## config.mk

```make
export PLATFORM = sky130hd
export DESIGN_NAME = ccff_chain_loader
export DESIGN_NICKNAME = d
export VERILOG_FILES = /design/src/rtl/ccff_loader_pkg.sv /design/src/rtl/ccff_rb_collector.sv /design/src/rtl/ccff_chain_loader.sv
export SDC_FILE = /design/constraint.sdc
export NUM_CORES = 1
export LEC_CHECK = 0
export CAP_MARGIN = 25
export CORE_ASPECT_RATIO = 1.5
export CORE_MARGIN = 3
export CORE_UTILIZATION = 35
export CTS_CLUSTER_SIZE = 24
export DETAILED_ROUTE_END_ITERATION = 10
export PLACE_DENSITY = 0.63
export REMOVE_ABC_BUFFERS = 1
export SYNTH_ARGS = -nofsm -noshare
export SYNTH_HDL_FRONTEND = slang
export SYNTH_SLANG_ARGS = --single-unit
```

## constraint.sdc

```tcl
create_clock -name prog_clk -period 2.5 [get_ports prog_clk]
set_clock_uncertainty 0.05 [all_clocks]
set_input_delay 0.5 -clock prog_clk [delete_from_list [all_inputs] [get_ports prog_clk]]
set_output_delay 0.5 -clock prog_clk [all_outputs]
set_load 0.05 [all_outputs]
```

## src/rtl/ccff_loader_pkg.sv

```systemverilog
// Shared types and sizing helpers for the ccff chain loader and its readback collector.
package ccff_loader_pkg;

  typedef enum logic [2:0] {
    IDLE  = 3'b001,
    LOAD  = 3'b010,
    SHIFT = 3'b100
  } state_e;

  localparam int unsigned DEF_WORD_W    = 32;
  localparam int unsigned DEF_CHAIN_LEN = 1024;

  function automatic int unsigned bits_left_w(input int unsigned chain_len);
    return $clog2(chain_len + 1);
  endfunction

  function automatic int unsigned wcnt_w(input int unsigned word_w);
    return $clog2(word_w);
  endfunction

  function automatic int unsigned num_words(input int unsigned chain_len, input int unsigned word_w);
    return (chain_len + word_w - 1) / word_w;
  endfunction

  function automatic int unsigned last_bits(input int unsigned chain_len, input int unsigned word_w);
    return chain_len % word_w;
  endfunction

  localparam int unsigned NUM_WORDS = num_words(DEF_CHAIN_LEN, DEF_WORD_W);
  localparam int unsigned LAST_BITS = last_bits(DEF_CHAIN_LEN, DEF_WORD_W);

endpackage

```

## src/rtl/ccff_rb_collector.sv

```systemverilog
// Deserialises bits leaving the chain tail into MSB-first readback words;
// a final partial word is left-aligned with zero fill.
module ccff_rb_collector
  import ccff_loader_pkg::*;
#(
  parameter int unsigned WORD_W = DEF_WORD_W
) (
  input  logic              prog_clk,
  input  logic              prog_reset_n,
  input  logic              en_i,
  input  logic              bit_i,
  input  logic              last_i,
  input  logic              clr_i,
  output logic [WORD_W-1:0] rb_data_o,
  output logic              rb_valid_o
);

  localparam int unsigned WC_W = wcnt_w(WORD_W);

  logic [WORD_W-2:0] rb_sreg_q;
  logic [WC_W-1:0]   rb_cnt_q;
  logic [WORD_W-1:0] rb_data_q;
  logic              rb_valid_q;
  logic [WORD_W-1:0] rb_shift_s;
  logic [WC_W-1:0]   rb_pad_s;
  logic [WORD_W-1:0] rb_aligned_s;

  // Pad amount equals the number of bits still missing from a short final word.
  always_comb begin
    rb_shift_s   = {rb_sreg_q, bit_i};
    rb_pad_s     = WC_W'(WORD_W - 1) - rb_cnt_q;
    rb_aligned_s = rb_shift_s << rb_pad_s;
  end

  // Clear wins over capture so an aborted load never emits a word.
  always_ff @(posedge prog_clk or negedge prog_reset_n) begin
    if (!prog_reset_n) begin
      rb_sreg_q  <= '0;
      rb_cnt_q   <= '0;
      rb_data_q  <= '0;
      rb_valid_q <= 1'b0;
    end else begin
      rb_valid_q <= 1'b0;
      if (clr_i) begin
        rb_sreg_q <= '0;
        rb_cnt_q  <= '0;
      end else if (en_i) begin
        if (last_i || (rb_cnt_q == WC_W'(WORD_W - 1))) begin
          rb_data_q  <= rb_aligned_s;
          rb_valid_q <= 1'b1;
          rb_sreg_q  <= '0;
          rb_cnt_q   <= '0;
        end else begin
          rb_sreg_q <= rb_shift_s[WORD_W-2:0];
          rb_cnt_q  <= rb_cnt_q + WC_W'(1);
        end
      end else begin
        rb_cnt_q <= rb_cnt_q;
      end
    end
  end

  assign rb_data_o  = rb_data_q;
  assign rb_valid_o = rb_valid_q;

endmodule

```

## src/rtl/ccff_chain_loader.sv

```systemverilog
// Word-to-serial loader for a ccff configuration chain: shifts words MSB-first onto
// ccff_head with a gating enable, and collects ccff_tail back into readback words.
module ccff_chain_loader
  import ccff_loader_pkg::*;
#(
  parameter int unsigned WORD_W    = DEF_WORD_W,
  parameter int unsigned CHAIN_LEN = DEF_CHAIN_LEN
) (
  input  logic              prog_clk,
  input  logic              prog_reset_n,
  input  logic              start,
  input  logic              abort,
  input  logic [WORD_W-1:0] word_data,
  input  logic              word_valid,
  output logic              word_ready,
  output logic              ccff_head,
  output logic              ccff_en,
  input  logic              ccff_tail,
  output logic [WORD_W-1:0] rb_data,
  output logic              rb_valid,
  output logic              busy,
  output logic              done
);

  localparam int unsigned BL_W = bits_left_w(CHAIN_LEN);
  localparam int unsigned WC_W = wcnt_w(WORD_W);

  state_e            state_q;
  logic [WORD_W-1:0] sreg_q;
  logic [WC_W-1:0]   wcnt_q;
  logic [BL_W-1:0]   bits_left_q;
  logic              done_q;

  logic              word_end_s;
  logic              last_bit_s;
  logic [WORD_W-1:0] sreg_shift_s;
  logic              rb_clr_s;
  logic              rb_last_s;

  assign word_end_s   = (wcnt_q == WC_W'(WORD_W - 1));
  assign last_bit_s   = (bits_left_q == BL_W'(1));
  assign sreg_shift_s = {sreg_q[WORD_W-2:0], 1'b0};

  // Every SHIFT edge consumes one chain bit; a word boundary either reloads without a bubble or falls back to LOAD.
  always_ff @(posedge prog_clk or negedge prog_reset_n) begin
    if (!prog_reset_n) begin
      state_q     <= IDLE;
      sreg_q      <= '0;
      wcnt_q      <= '0;
      bits_left_q <= '0;
      done_q      <= 1'b0;
    end else if (abort) begin
      state_q     <= IDLE;
      sreg_q      <= '0;
      wcnt_q      <= '0;
      bits_left_q <= '0;
    end else begin
      case (state_q)
        IDLE: begin
          if (start) begin
            state_q     <= LOAD;
            bits_left_q <= BL_W'(CHAIN_LEN);
            done_q      <= 1'b0;
          end
        end
        LOAD: begin
          if (word_valid) begin
            sreg_q  <= word_data;
            wcnt_q  <= '0;
            state_q <= SHIFT;
          end
        end
        SHIFT: begin
          bits_left_q <= bits_left_q - BL_W'(1);
          if (last_bit_s) begin
            state_q <= IDLE;
            done_q  <= 1'b1;
            sreg_q  <= '0;
            wcnt_q  <= '0;
          end else if (word_end_s) begin
            wcnt_q <= '0;
            if (word_valid) begin
              sreg_q <= word_data;
            end else begin
              sreg_q  <= sreg_shift_s;
              state_q <= LOAD;
            end
          end else begin
            sreg_q <= sreg_shift_s;
            wcnt_q <= wcnt_q + WC_W'(1);
          end
        end
        default: begin
          state_q <= IDLE;
        end
      endcase
    end
  end

  assign word_ready = (state_q == LOAD) || ((state_q == SHIFT) && word_end_s && !last_bit_s);
  assign ccff_en    = (state_q == SHIFT);
  assign ccff_head  = sreg_q[WORD_W-1];
  assign busy       = (state_q != IDLE);
  assign done       = done_q;

  assign rb_clr_s  = abort || ((state_q == IDLE) && start);
  assign rb_last_s = (state_q == SHIFT) && last_bit_s;

  ccff_rb_collector #(
    .WORD_W(WORD_W)
  ) u_rb_collector (
    .prog_clk    (prog_clk),
    .prog_reset_n(prog_reset_n),
    .en_i        (ccff_en),
    .bit_i       (ccff_tail),
    .last_i      (rb_last_s),
    .clr_i       (rb_clr_s),
    .rb_data_o   (rb_data),
    .rb_valid_o  (rb_valid)
  );

endmodule
```

### After elaboration in Yosys (flattened, before gate mapping)

Index checks and enable logic that the tools add are counted.

| storage, ports and cells | value |
|---|---|
| output and inout bits | 38 |
| register bits | 121 |

| cells by class | value |
|---|---|
| shifts and indexed selects | 1 |
| bitwise operators | 2 |
| $add $sub $neg | 4 |
| reductions and logical operators | 17 |
| multiplexer cells | 33 |
| equality and inequality tests | 13 |

Operators by type and width:

| operator | number |
|---|---|
| 2-to-1 mux 32 bit | 5 |
| 2-to-1 mux 31 bit | 3 |
| one-hot mux 32 bit (2 select lines) | 1 |
| 2-to-1 mux 5 bit | 7 |
| left shift 32 x 5 -> 32 bit | 1 |
| 2-to-1 mux 11 bit | 2 |
| one-hot mux 11 bit (2 select lines) | 1 |
| 2-to-1 mux 3 bit | 6 |
| == test 11 x 1 -> 1 bit, second input constant | 1 |
| subtractor 11 x 1 -> 11 bit, second input constant | 1 |
| adder 5 x 1 -> 5 bit, second input constant | 2 |
| == test 5 bit, second input constant | 2 |
| one-hot mux 5 bit (2 select lines) | 1 |
| one-hot mux 3 bit (3 select lines) | 1 |
| AND reduction 4 bit | 2 |
| != test 3 bit, second input constant | 2 |
| nonzero test 3 bit | 2 |
| 2-to-1 mux 1 bit | 5 |
| subtractor 5 bit, first input constant | 1 |
| logical AND 1 bit | 4 |
| != test 4 x 2 -> 1 bit, second input constant | 1 |
| != test 4 x 3 -> 1 bit, second input constant | 1 |
| AND reduction 2 bit | 2 |
| nonzero test 2 bit | 2 |
| other kinds (11) | 14 |

### Depth between registers and ports, before layout

| depth | value |
|---|---|
| depth after elaboration | 6 |
| mapped depth | 12 |
| depth with buffers taken out | 8 |

### Hierarchy

A second synthesis with hierarchy kept.

| second synthesis, totals | value |
|---|---|
| cells, all modules | 652 |
| area, all modules | 6,944.2 um^2 |

Modules (own cells, without submodules):

| module | cells each | sequential area each (um^2) | area an instance (um^2) | instances |
|---|---|---|---|---|
| ccff_rb_collector | 373 | 1,726.7 | 4,091.4 | 1 |
| ccff_chain_loader | 279 | 1,302.5 | 2,852.7 | 1 |

### Least setup slack after synthesis

Ideal clock, no wire load.

| timing | value |
|---|---|
| path kind | register -> register |
| start point | register u_rb_collector.rb_cnt_q[2] |
| end point | register u_rb_collector.rb_data_q[2], in the netlist u_rb_collector.rb_data_o[2] |
| setup slack | -0.009 ns |
| buffers on the path | 6 |
| cell stages (with the launch flop) | 13 |
| data arrival time | 2.349 ns |
| path through | dfrtp_1 buf_2 buf_2 buf_2 buf_2 inv_1 nor3_1 ha_1 o21ai_1 clkbuf_1 buf_2 nand2_1 o41ai_1 |

| between the ends | value |
|---|---|
| cells in the longest elaborated chain, start to end | 3 |
| elaborated cells between the ends (all ways) | 5 |
| those cells by class | 1 x add/sub; 1 x eq/ne; 1 x shift; 2 x reduce/logical |

RTL lines:

| item | RTL line | text |
|---|---|---|
| start, declared | ccff_rb_collector.sv:21 | `logic [WC_W-1:0] rb_cnt_q;` |
| start signal, assigned | ccff_rb_collector.sv:55 | `rb_cnt_q <= rb_cnt_q + WC_W'(1);` |
| start signal, assigned | ccff_rb_collector.sv:58 | `rb_cnt_q <= rb_cnt_q;` |
| parallel branches: the longest is 3 deep, another holds subtractor 5 bit | - |  |
| end signal, assigned | ccff_rb_collector.sv:49 | `rb_data_q <= rb_aligned_s;` |
| end, declared | ccff_rb_collector.sv:22 | `logic [WORD_W-1:0] rb_data_q;` |

Several ways; the timed one is not identified.
A chain may end at the register's enable or synchronous reset.

### Final worst setup path

| timing | value |
|---|---|
| start point | register u_rb_collector.rb_cnt_q[0] |
| end point | register u_rb_collector.rb_data_q[28], in the netlist u_rb_collector.rb_data_o[28] |

Same word-level chain as after synthesis.

==> flow_summary.ini <==
[clock_tree]
numClockSinks = 121
clock_latency_ns = 0.41
tritoncts = built
clkTransAtPathRegs_ns = 0.05
cts_buffer_depth = 2
htreeDepth = 4
cts_buffers = 17
clockRootBuffer = clkbuf_16

[grt]
overflow = 0
grt_pass1_wl_mm = 31.13
antenna_found_initial = 0
grt_max_degree = 46
grt_usage_pct = 18.61
grt_pass1_vias = 5720

[worst_setup_path]
worstSetupEndpointType = flop
cp_data_required_time_ns = 2.74
cp.arrival_ns = 2.68
timing.critical_path.cells = buf_4 > mux4_2 > a211o_1 > mux4_2 > mux2_4
cp-start-kind = flop
cp_max_fo = 12
crit_slowest_cell = dfrtp_4
crit_type = reg -> reg
crit_path_frequent_cell = mux4_2
critPathMaxStageDelay_ns = 0.51

[final_layout]
regArea_um2 = 3035
fillers = 1740
layout-drive-gt1-share_pct = 20.56
final_cells = 996
multi_input_area_um2 = 3442
fin_nets = 777
num_antenna_cells = 0
final_common_cell = dfrtp_1
syn2layout_area_growth_pct = 28.70
layout_common_cells = dfrtp_1 (117), clkdlybuf4s50_1 (71), buf_4 (63)

[power]
p_total_w = 0.004595
p_switching_w = 0.001076
power_frac_comb_pct = 7.4
p_clk_share_pct = 48.6
powerDensity_nw_per_um2 = 529.1
ir_drop_mv = 0.4519
seq_power_share_pct = 44.0
intPower_w = 0.003519
power.leakage_nw = 3.811
switching_share_pct = 23.42

[detailed_routing]
num_vias = 5497
drtIter0Drc = 381
wl_met2_mm = 9.956
wl_met3_um = 687
highest_layer = met4
routed_via_density = 5.519
drt-total-wl_mm = 19.08
m1WireLength_mm = 7.807
drc = 0
wl_per_cell_um = 19.15
antenna_left = 0
firstDrtPassIters = 5

[place]
gp_congestion = 0.9418
placed_cells = 957
hpwl_mm = 13.90
portBuffers = 75

[hold_path]
hold_class = reg -> reg

[sta]
maxSlewViolCount = 0
setup_viol = 0
tightest_slew_ns = 0.7882
relSlewSlack_pct = 46.78
post-route-period-util_pct = 97.41
finalHoldViolations = 0
max_freq_mhz = 410.7
grt_setup_unrepaired = true
min_period_ns = 2.435

[yosys]
synth_seq_cells = 121
synthArstFlopShare_pct = 100.0
synth_cell_types = 64
syn_inst = 623
yosysSeqAreaShare_pct = 44.89
netlist_area_um2 = 6748
synth-edff-count = 0
avgSynthCellArea_um2 = 10.83
yosysWarnings = 0
synthFlopType = dfrtp_1

[floorplanning]
floorplan.initialDensity_pct = 36.09
die_h_um = 176.1
fp.dieArea_um2 = 21020
die_w_um = 119.4
core_um2 = 18700
rows = 61
ios = 76

[flow_run]
drv_cap = 0

[status]
status = finished, final reports clean
## what timing repair did
action                     4_1_cts  5_1_grt
pin swaps                        1        0
hold endpoints to repair        20        0
buffers inserted                 1        7
resized for setup                6        2
cloned                           0        0
hold buffers                     1        0
setup endpoints to repair        5        2
## state kept, by name, summed over array words and instances (netlist names)
register / cells
sreg_q: 32
u_rb_collector.rb_data_o: 32
u_rb_collector.rb_sreg_q: 31
bits_left_q: 11
u_rb_collector.rb_cnt_q: 5
wcnt_q: 5
state_q: 3
done: 1
u_rb_collector.rb_valid_o: 1
## Yosys cell counts (5+ instances only)
library cell	number	area share [%]
clkbuf_1	25	1.4
mux4_2	24	8.0
o211ai_1	6	0.67
a22o_1	43	5.6
and2_1	34	3.2
mux2_2	15	2.5
o21ai_0	31	2.3
nor3_1	7	0.52
dfrtp_1	120	45
inv_1	10	0.56
nor2_1	44	2.4
xor2_1	5	0.65
a221o_1	31	4.6
nand3_1	9	0.67
o31ai_1	7	0.78
nand2_1	59	3.3
nor2b_1	5	0.46
mux2i_1	19	2.8
ha_1	6	1.1
nand2b_1	9	0.83
buf_6	5	0.83
a21oi_1	28	2.1
buf_2	14	1.0
## final timing paths
kind,start,slack (ns),endpoint,depth (start not counted)
worst max-delay path,u_rb_collector.rb_cnt_q[0],0.06,u_rb_collector.rb_data_o[28],5
worst min-delay path,u_rb_collector.rb_data_o[5],0.43,u_rb_collector.rb_data_o[5],2
worst max register to register,u_rb_collector.rb_cnt_q[0],0.06,u_rb_collector.rb_data_o[28],5
worst min register to register,u_rb_collector.rb_data_o[5],0.43,u_rb_collector.rb_data_o[5],2
max in group asynchronous,prog_reset_n,1.26,u_rb_collector.rb_cnt_q[0],3
min in group asynchronous,prog_reset_n,0.53,done,2
## power by group through the flow
stage	logic, W	registers [W]	clock network (W)
5_1_grt	0.000376	0.00202	0.00239
3_3_place_gp	0.000333	0.00205	0
3_5_place_dp	0.000342	0.00205	0
6_report	0.000341	0.00202	0.00223
2_1_floorplan	0.000158	0.00205	0
4_1_cts	0.000344	0.00202	0.00229
## per-stage QoR
| step | TNS [ns] | instance area (µm²) | utilization (%) | setup slack (ns) | hold WS, ns |
|---|---|---|---|---|---|
| floorplan | -92.47 | 6492 | - | -2.166 | 0.1544 |
| global placement | -0.4213 | 8064 | 43.12 | -0.1766 | 0.4149 |
| detailed placement | -0.4339 | 8064 | 43.12 | -0.1813 | 0.4193 |
| CTS | 0 | 8628 | 46.14 | 0.003598 | 0.4319 |
| global route | -0.04071 | 8685 | 46.44 | -0.04071 | 0.4446 |
| finish | 0 | 8685 | 46.44 | 0.06485 | 0.4281 |
## routing by layer
layer  global-route usage, %  up-vias
met3                   4.167       29
met2                   33.07      121
met5                       0        -
met1                   21.72     2779
li1                        -     2568
met4                   7.358        0
## critical path: cells and delay by family (launching register included)
family                 cells  cell delay [ns]
buffers and inverters      1             0.15
DFF                        1             0.51
AOI/OAI and AO/OA          1             0.36
muxes                      3             1.25
## cells by family (layout without fill, tap and decap cells)
group / count (synthesis) / in the layout / share of synthesized area, %
and+or+nand+nor: 184 / 184 / 13.50
AOI/OAI and AO/OA: 180 / 180 / 20.10
DFF: 121 / 121 / 44.89
muxes: 63 / 63 / 15.11
buffers and inverters: 63 / 184 / 4.506
adders and majority gates: 6 / 6 / 1.113
xor gates and xnor gates: 6 / 6 / 0.7788
## layout make-up
cell class,count,area share (%)
clock buffer,22,5.691
clock inverter,8,0.5331
inverter,13,0.5619
multi-input combinational,439,39.63
sequential,121,34.95
tap,252,3.631
timing repair buffer,141,15.00
Note: power is estimated with default switching activity, not from simulation.
